### src/rtl/front_combat_resolver.sv
// rtl/front_combat_resolver.sv - per-frame front-line combat resolver owning slot and tower HP
// Latches fronts/selects, applies damage on a cooldown, and reports kills and game-over.
module front_combat_resolver #(
  parameter int unsigned HP_T1         = 20,
  parameter int unsigned HP_T2         = 40,
  parameter int unsigned HP_T3         = 80,
  parameter int unsigned DMG_T1        = 5,
  parameter int unsigned DMG_T2        = 10,
  parameter int unsigned DMG_T3        = 20,
  parameter int unsigned TOWER_HP      = 500,
  parameter int unsigned ATTACK_PERIOD = 4
) (
  input  logic        clk,
  input  logic        rst,
  input  logic        Start,
  input  logic        Ack,
  input  logic [8:0]  friendlyFront,
  input  logic [8:0]  enemyFront,
  input  logic [4:0]  unitDamageSelect,
  input  logic [4:0]  enemyDamageSelect,
  input  logic [1:0]  frontUnitType,
  input  logic [1:0]  frontEnemyType,
  input  logic        unitSpawn,
  input  logic [3:0]  unitSpawnSlot,
  input  logic [1:0]  unitSpawnType,
  input  logic        enemySpawn,
  input  logic [3:0]  enemySpawnSlot,
  input  logic [1:0]  enemySpawnType,
  output logic [15:0] unitKill,
  output logic [15:0] enemyKill,
  output logic [9:0]  friendlyTowerHP,
  output logic [9:0]  enemyTowerHP,
  output logic [1:0]  gameOver,
  output logic        Done
);

  localparam int CW = (ATTACK_PERIOD > 1) ? $clog2(ATTACK_PERIOD) : 1;
  localparam logic [CW-1:0] CD_RELOAD = CW'(ATTACK_PERIOD - 1);

  typedef enum logic [4:0] {
    IDLE   = 5'b00001,
    LATCH  = 5'b00010,
    HIT    = 5'b00100,
    REPORT = 5'b01000,
    DONE   = 5'b10000
  } state_t;

  state_t state, state_next;

  logic [7:0]    unit_hp  [16];
  logic [7:0]    enemy_hp [16];
  logic [CW-1:0] cooldown;
  logic [8:0]    friendly_front_q, enemy_front_q;
  logic [4:0]    unit_sel_q, enemy_sel_q;
  logic [1:0]    unit_type_q, enemy_type_q;

  logic          engaged, hit_en;
  logic [3:0]    unit_idx, enemy_idx;
  logic [7:0]    unit_old, unit_new, enemy_old, enemy_new;
  logic [9:0]    ftower_new, etower_new;

  function automatic logic [7:0] dmg_of(input logic [1:0] t);
    case (t)
      2'b01:   return DMG_T1[7:0];
      2'b10:   return DMG_T2[7:0];
      2'b11:   return DMG_T3[7:0];
      default: return 8'd0;
    endcase
  endfunction

  function automatic logic [7:0] spawn_hp(input logic [1:0] t);
    case (t)
      2'b01:   return HP_T1[7:0];
      2'b10:   return HP_T2[7:0];
      2'b11:   return HP_T3[7:0];
      default: return 8'd0;
    endcase
  endfunction

  function automatic logic [7:0] sat_sub8(input logic [7:0] a, input logic [7:0] b);
    return (a > b) ? a - b : 8'd0;
  endfunction

  function automatic logic [9:0] sat_sub10(input logic [9:0] a, input logic [9:0] b);
    return (a > b) ? a - b : 10'd0;
  endfunction

  always_ff @(posedge clk) begin
    if (rst) state <= IDLE;
    else     state <= state_next;
  end

  always_comb begin
    state_next = state;
    case (state)
      IDLE:    if (Start) state_next = LATCH;
      LATCH:   state_next = HIT;
      HIT:     state_next = REPORT;
      REPORT:  state_next = DONE;
      DONE:    if (Ack) state_next = IDLE;
      default: state_next = IDLE;
    endcase
  end

  assign Done = (state == DONE);

  // Friendly target is hit by the enemy attacker type and vice versa.
  always_comb begin
    engaged    = (enemy_front_q >= friendly_front_q);
    hit_en     = (state == HIT) && engaged && (cooldown == '0);
    unit_idx   = unit_sel_q[3:0];
    enemy_idx  = enemy_sel_q[3:0];
    unit_old   = unit_hp[unit_idx];
    enemy_old  = enemy_hp[enemy_idx];
    unit_new   = sat_sub8(unit_old, dmg_of(enemy_type_q));
    enemy_new  = sat_sub8(enemy_old, dmg_of(unit_type_q));
    ftower_new = sat_sub10(friendlyTowerHP, {2'b00, dmg_of(enemy_type_q)});
    etower_new = sat_sub10(enemyTowerHP, {2'b00, dmg_of(unit_type_q)});
  end

  always_ff @(posedge clk) begin
    if (rst) begin
      for (int i = 0; i < 16; i++) begin
        unit_hp[i]  <= '0;
        enemy_hp[i] <= '0;
      end
      friendlyTowerHP  <= TOWER_HP[9:0];
      enemyTowerHP     <= TOWER_HP[9:0];
      unitKill         <= '0;
      enemyKill        <= '0;
      gameOver         <= '0;
      cooldown         <= CD_RELOAD;
      friendly_front_q <= '0;
      enemy_front_q    <= '0;
      unit_sel_q       <= '0;
      enemy_sel_q      <= '0;
      unit_type_q      <= '0;
      enemy_type_q     <= '0;
    end else begin
      if (state == LATCH) begin
        friendly_front_q <= friendlyFront;
        enemy_front_q    <= enemyFront;
        unit_sel_q       <= unitDamageSelect;
        enemy_sel_q      <= enemyDamageSelect;
        unit_type_q      <= frontUnitType;
        enemy_type_q     <= frontEnemyType;
      end
      if (state == HIT && engaged)
        cooldown <= (cooldown == '0) ? CD_RELOAD : cooldown - 1'b1;
      if (hit_en) begin
        if (!unit_sel_q[4]) begin
          unit_hp[unit_idx] <= unit_new;
          if (unit_old != 8'd0 && unit_new == 8'd0 && !(unitSpawn && unitSpawnSlot == unit_idx))
            unitKill[unit_idx] <= 1'b1;
        end else if (unit_sel_q[3:0] == 4'd0) begin
          friendlyTowerHP <= ftower_new;
          if (ftower_new == 10'd0) gameOver[0] <= 1'b1;
        end
        if (!enemy_sel_q[4]) begin
          enemy_hp[enemy_idx] <= enemy_new;
          if (enemy_old != 8'd0 && enemy_new == 8'd0 && !(enemySpawn && enemySpawnSlot == enemy_idx))
            enemyKill[enemy_idx] <= 1'b1;
        end else if (enemy_sel_q[3:0] == 4'd0) begin
          enemyTowerHP <= etower_new;
          if (etower_new == 10'd0) gameOver[1] <= 1'b1;
        end
      end
      if (state == DONE && Ack) begin
        unitKill  <= '0;
        enemyKill <= '0;
      end
      // Spawns are written last so they override a same-cycle hit.
      if (unitSpawn)  unit_hp[unitSpawnSlot]   <= spawn_hp(unitSpawnType);
      if (enemySpawn) enemy_hp[enemySpawnSlot] <= spawn_hp(enemySpawnType);
    end
  end

endmodule

### config.mk
export PLATFORM = sky130hd
export DESIGN_NAME = front_combat_resolver
export DESIGN_NICKNAME = d
export VERILOG_FILES = /design/src/rtl/front_combat_resolver.sv
export SDC_FILE = /design/constraint.sdc
export NUM_CORES = 1
export LEC_CHECK = 0
export CORE_ASPECT_RATIO = 1.75
export CORE_MARGIN = 5
export CORE_UTILIZATION = 60
export DETAILED_ROUTE_END_ITERATION = 12
export PLACE_DENSITY = 0.8
export SYNTH_ARGS = -nofsm -noshare
export SYNTH_HDL_FRONTEND = slang
export SYNTH_SLANG_ARGS = --single-unit
### constraint.sdc
create_clock -name clk -period 6.84 [get_ports clk]
set_input_delay 1.368 -clock clk [delete_from_list [all_inputs] [get_ports clk]]
set_output_delay 1.368 -clock clk [all_outputs]
set_load 0.02 [all_outputs]
==> results.yml <==
run_status:
  status: "finished clean"
place:
  place_area_sq_mm: 0.0198
  gp_congestion: 1.01
  place.port_buffers: 104
  dp.cells: 2355
  place_hpwl_um: 46300
timing:
  timing.final.crit_share: 0.738
  rsz0062_at_grt: "no"
  skew_ns: 0.0148
  setup-violations-final: 0
  final_max_slew_viol_count: 0
  worstMarginPinSlew_ns: 1.24
  relSlewSlack: 0.162
  period_needed_ns: 5.04
  hold_viol_final: 0
  fin_setup_tns_ns: 0
  fmax_ghz: 0.198
synthesis:
  yosys_warnings: 0
  synth_cell_types: 72
  synthFlopType: "dfxtp_1"
  synthArstFlopShare: 0
  synth_edf_count: 160
  syn_area_per_cell_sq_um: 9.44
  seq_area_frac_synth: 0.469
  synth_nets: 2062
  syn-cell-area_sq_mm: 0.0187
  syn_inst: 1977
  ys_seq_elements: 357
worst_hold_path:
  hold_path.class: "register to register"
  min_from: "friendly_front_q[7]"
  min_to: "friendly_front_q[7]"
  min_path_cells: 2
clock_tree:
  ctsHoldBuffers: 0
  h-tree-depth: 2
  clkTransAtPathRegs_ns: 0.07
  clk-insertion-delay-late_ns: 0.54
  cts_setup_buffers: 0
  cts_tree: "built"
  cts_buffers: 34
  clock-sinks: 357
  clockBufferDepth: 3
  cts_root_buf: "clkbuf_16"
  cts_resized: 0
pwr:
  netSwitchingFraction: 0.266
  sequentialPowerShare: 0.484
  power.total_uw: 4800
  p_sw_uw: 1280
  comb_power_share: 0.118
  clock_power_share: 0.398
  peakVddDrop_uv: 311
  leakage_uw: 0.00677
  p_int_uw: 3520
  power_density_mw_per_mm2: 230
grt:
  grt_util_all_layers: 0.355
  grt_pass1_vias: 16500
  grt_pass1_wl_um: 94400
  grt_max_degree: 71
  antenna_found_initial: 1
  grt-ovfl-total: 0
floorplanning:
  io_pins: 105
  die_height_um: 243
  die-area_sq_mm: 0.0349
  core_area_sq_mm: 0.0307
  num_rows: 85
  chipWidth_um: 143
  initial_core_util: 0.607
setup_path:
  rrSetupSlack_ns: 1.80
  endpoint_kind: "register"
  required_ns: 7.13
  worst-setup-path-type: "register to register"
  cp-start-kind: "register"
  crit_arrival_ns: 5.33
  worstPathMaxFanout: 21
  r2r.worst_path.cells: 13
  regToRegEndpoint: "unit_hp[1][4]"
cells_and_area:
  final_cell_mix: "nand2_1 (337), dfxtp_1 (195), edfxtp_1 (160)"
  final_cells: 2418
  syn2layout_area_growth_pct: 12.1
  fin_util: 0.680
  stdcell_area_sq_mm: 0.0209
  final_common_cell: "nand2_1"
  drive_gt1_frac: 0.0884
  fin_nets: 2085
routing:
  drcViolationCount: 0
  vias: 16900
  post_drt_via_cell_ratio: 6.97
  routed_wl_um: 63200
  ant_nets: 0
  dr.pass1.iters: 7
  drt_iter0_markers: 1915
  wire_per_inst_um: 26.1
run:
  cap_viol_max_count: 0
-- cell usage after synthesis (27+ instances only) --
master | count | area [sq um]
nand3_1 | 152 | 761
dfxtp_1 | 197 | 3940
nand2b_1 | 27 | 169
edfxtp_1 | 160 | 4800
o21ai_0 | 79 | 395
mux4_2 | 53 | 1190
o31ai_1 | 69 | 518
nand2_1 | 337 | 1260
nor4_1 | 27 | 169
a21oi_1 | 139 | 696
inv_1 | 42 | 158
nor2b_1 | 30 | 188
o22ai_1 | 50 | 313
clkbuf_1 | 107 | 402
nor2_1 | 87 | 327
nor3_1 | 36 | 180
mux2i_1 | 31 | 310
or3_1 | 32 | 200
ha_1 | 31 | 388
-- registers in the layout, indices dropped and copies added (netlist names), named ones only --
name / count
gameOver: 2
unit_hp: 128
enemyKill: 16
enemy_type_q: 2
unit_sel_q: 5
state: 5
unit_type_q: 2
enemy_sel_q: 5
friendlyTowerHP: 10
cooldown: 2
unitKill: 16
enemyTowerHP: 10
friendly_front_q: 9
enemy_hp: 128
enemy_front_q: 9
-- per-layer routing --
metal / GRT usage / vias up / part of all wire
met1: 0.362 / 7924 / 0.30
li1: - / 7409 / -
met4: 0.306 / 0 / 0.11
met3: 0.0510 / 394 / 0.077
met2: 0.622 / 1135 / 0.51
met5: 0 / - / 0
-- cell families (layout without fill, tap and decap cells) --
| family | count (synthesis) | count (layout) | share of synthesized area |
|---|---|---|---|
| AND/OR/NAND/NOR | 822 | 822 | 0.210 |
| XOR/XNOR | 17 | 17 | 0.00798 |
| multiplexers | 88 | 88 | 0.0830 |
| other | 0 | 1 | 0 |
| AO/OA/AOI/OAI | 470 | 470 | 0.162 |
| buffers and inverters | 188 | 237 | 0.0428 |
| adder cells (fa/ha/maj) | 35 | 35 | 0.0251 |
| flip-flops | 357 | 357 | 0.469 |
-- power groups by stage --
stage                     Clock [uW]  Sequential (uW)  Combinational [uW]
after floorplan                    0             2340                 375
after global placement             0             2370                 540
after detailed placement           0             2370                 548
after CTS                       1910             2330                 551
after global routing            1990             2330                 592
final                           1910             2330                 567
-- area by class of cell --
| type | count | area, sq um |
|---|---|---|
| Fill cell | 2442 | 9820 |
| Multi-Input combinational cell | 1432 | 9140 |
| Sequential cell | 357 | 8750 |
| Timing Repair Buffer | 132 | 1260 |
| Clock buffer | 48 | 1010 |
| Tap cell | 391 | 489 |
| Inverter | 43 | 163 |
| Clock inverter | 14 | 96.3 |
| Antenna cell | 1 | 2.50 |
-- worst max-delay path: stages (launching register included) --
cell and delay (ns):
dfxtp_2 0.84, buf_4 0.35, mux4_2 0.53, a221oi_1 0.49, ha_1 0.25, inv_1 0.06, fa_1 0.46, nand3_1 0.11
a21boi_0 0.14, o22ai_1 0.27, nand3_1 0.37, nand2_1 0.66, or4_1 0.22, o21ai_1 0.05
-- per-stage QoR --
step	hold slack, ns	setup WS (ns)
floorplan	0.436	2.69
global placement	0.436	1.95
detailed placement	0.451	1.83
CTS	0.460	1.82
global route	0.473	1.45
finish	0.460	1.80
-- how the worst max path moves through the flow --
stage / startpoint / to / depth (start not counted)
3_3_place_gp: register / unit_hp[1][4] / 13
6_report: register / unit_hp[1][4] / 13
2_1_floorplan: register / unitKill[10] / 16
4_1_cts: register / unit_hp[1][3] / 12
5_1_grt: register / unit_hp[11][3] / 12
3_5_place_dp: register / unit_hp[1][3] / 12
Power figures use the tool's default switching activity.
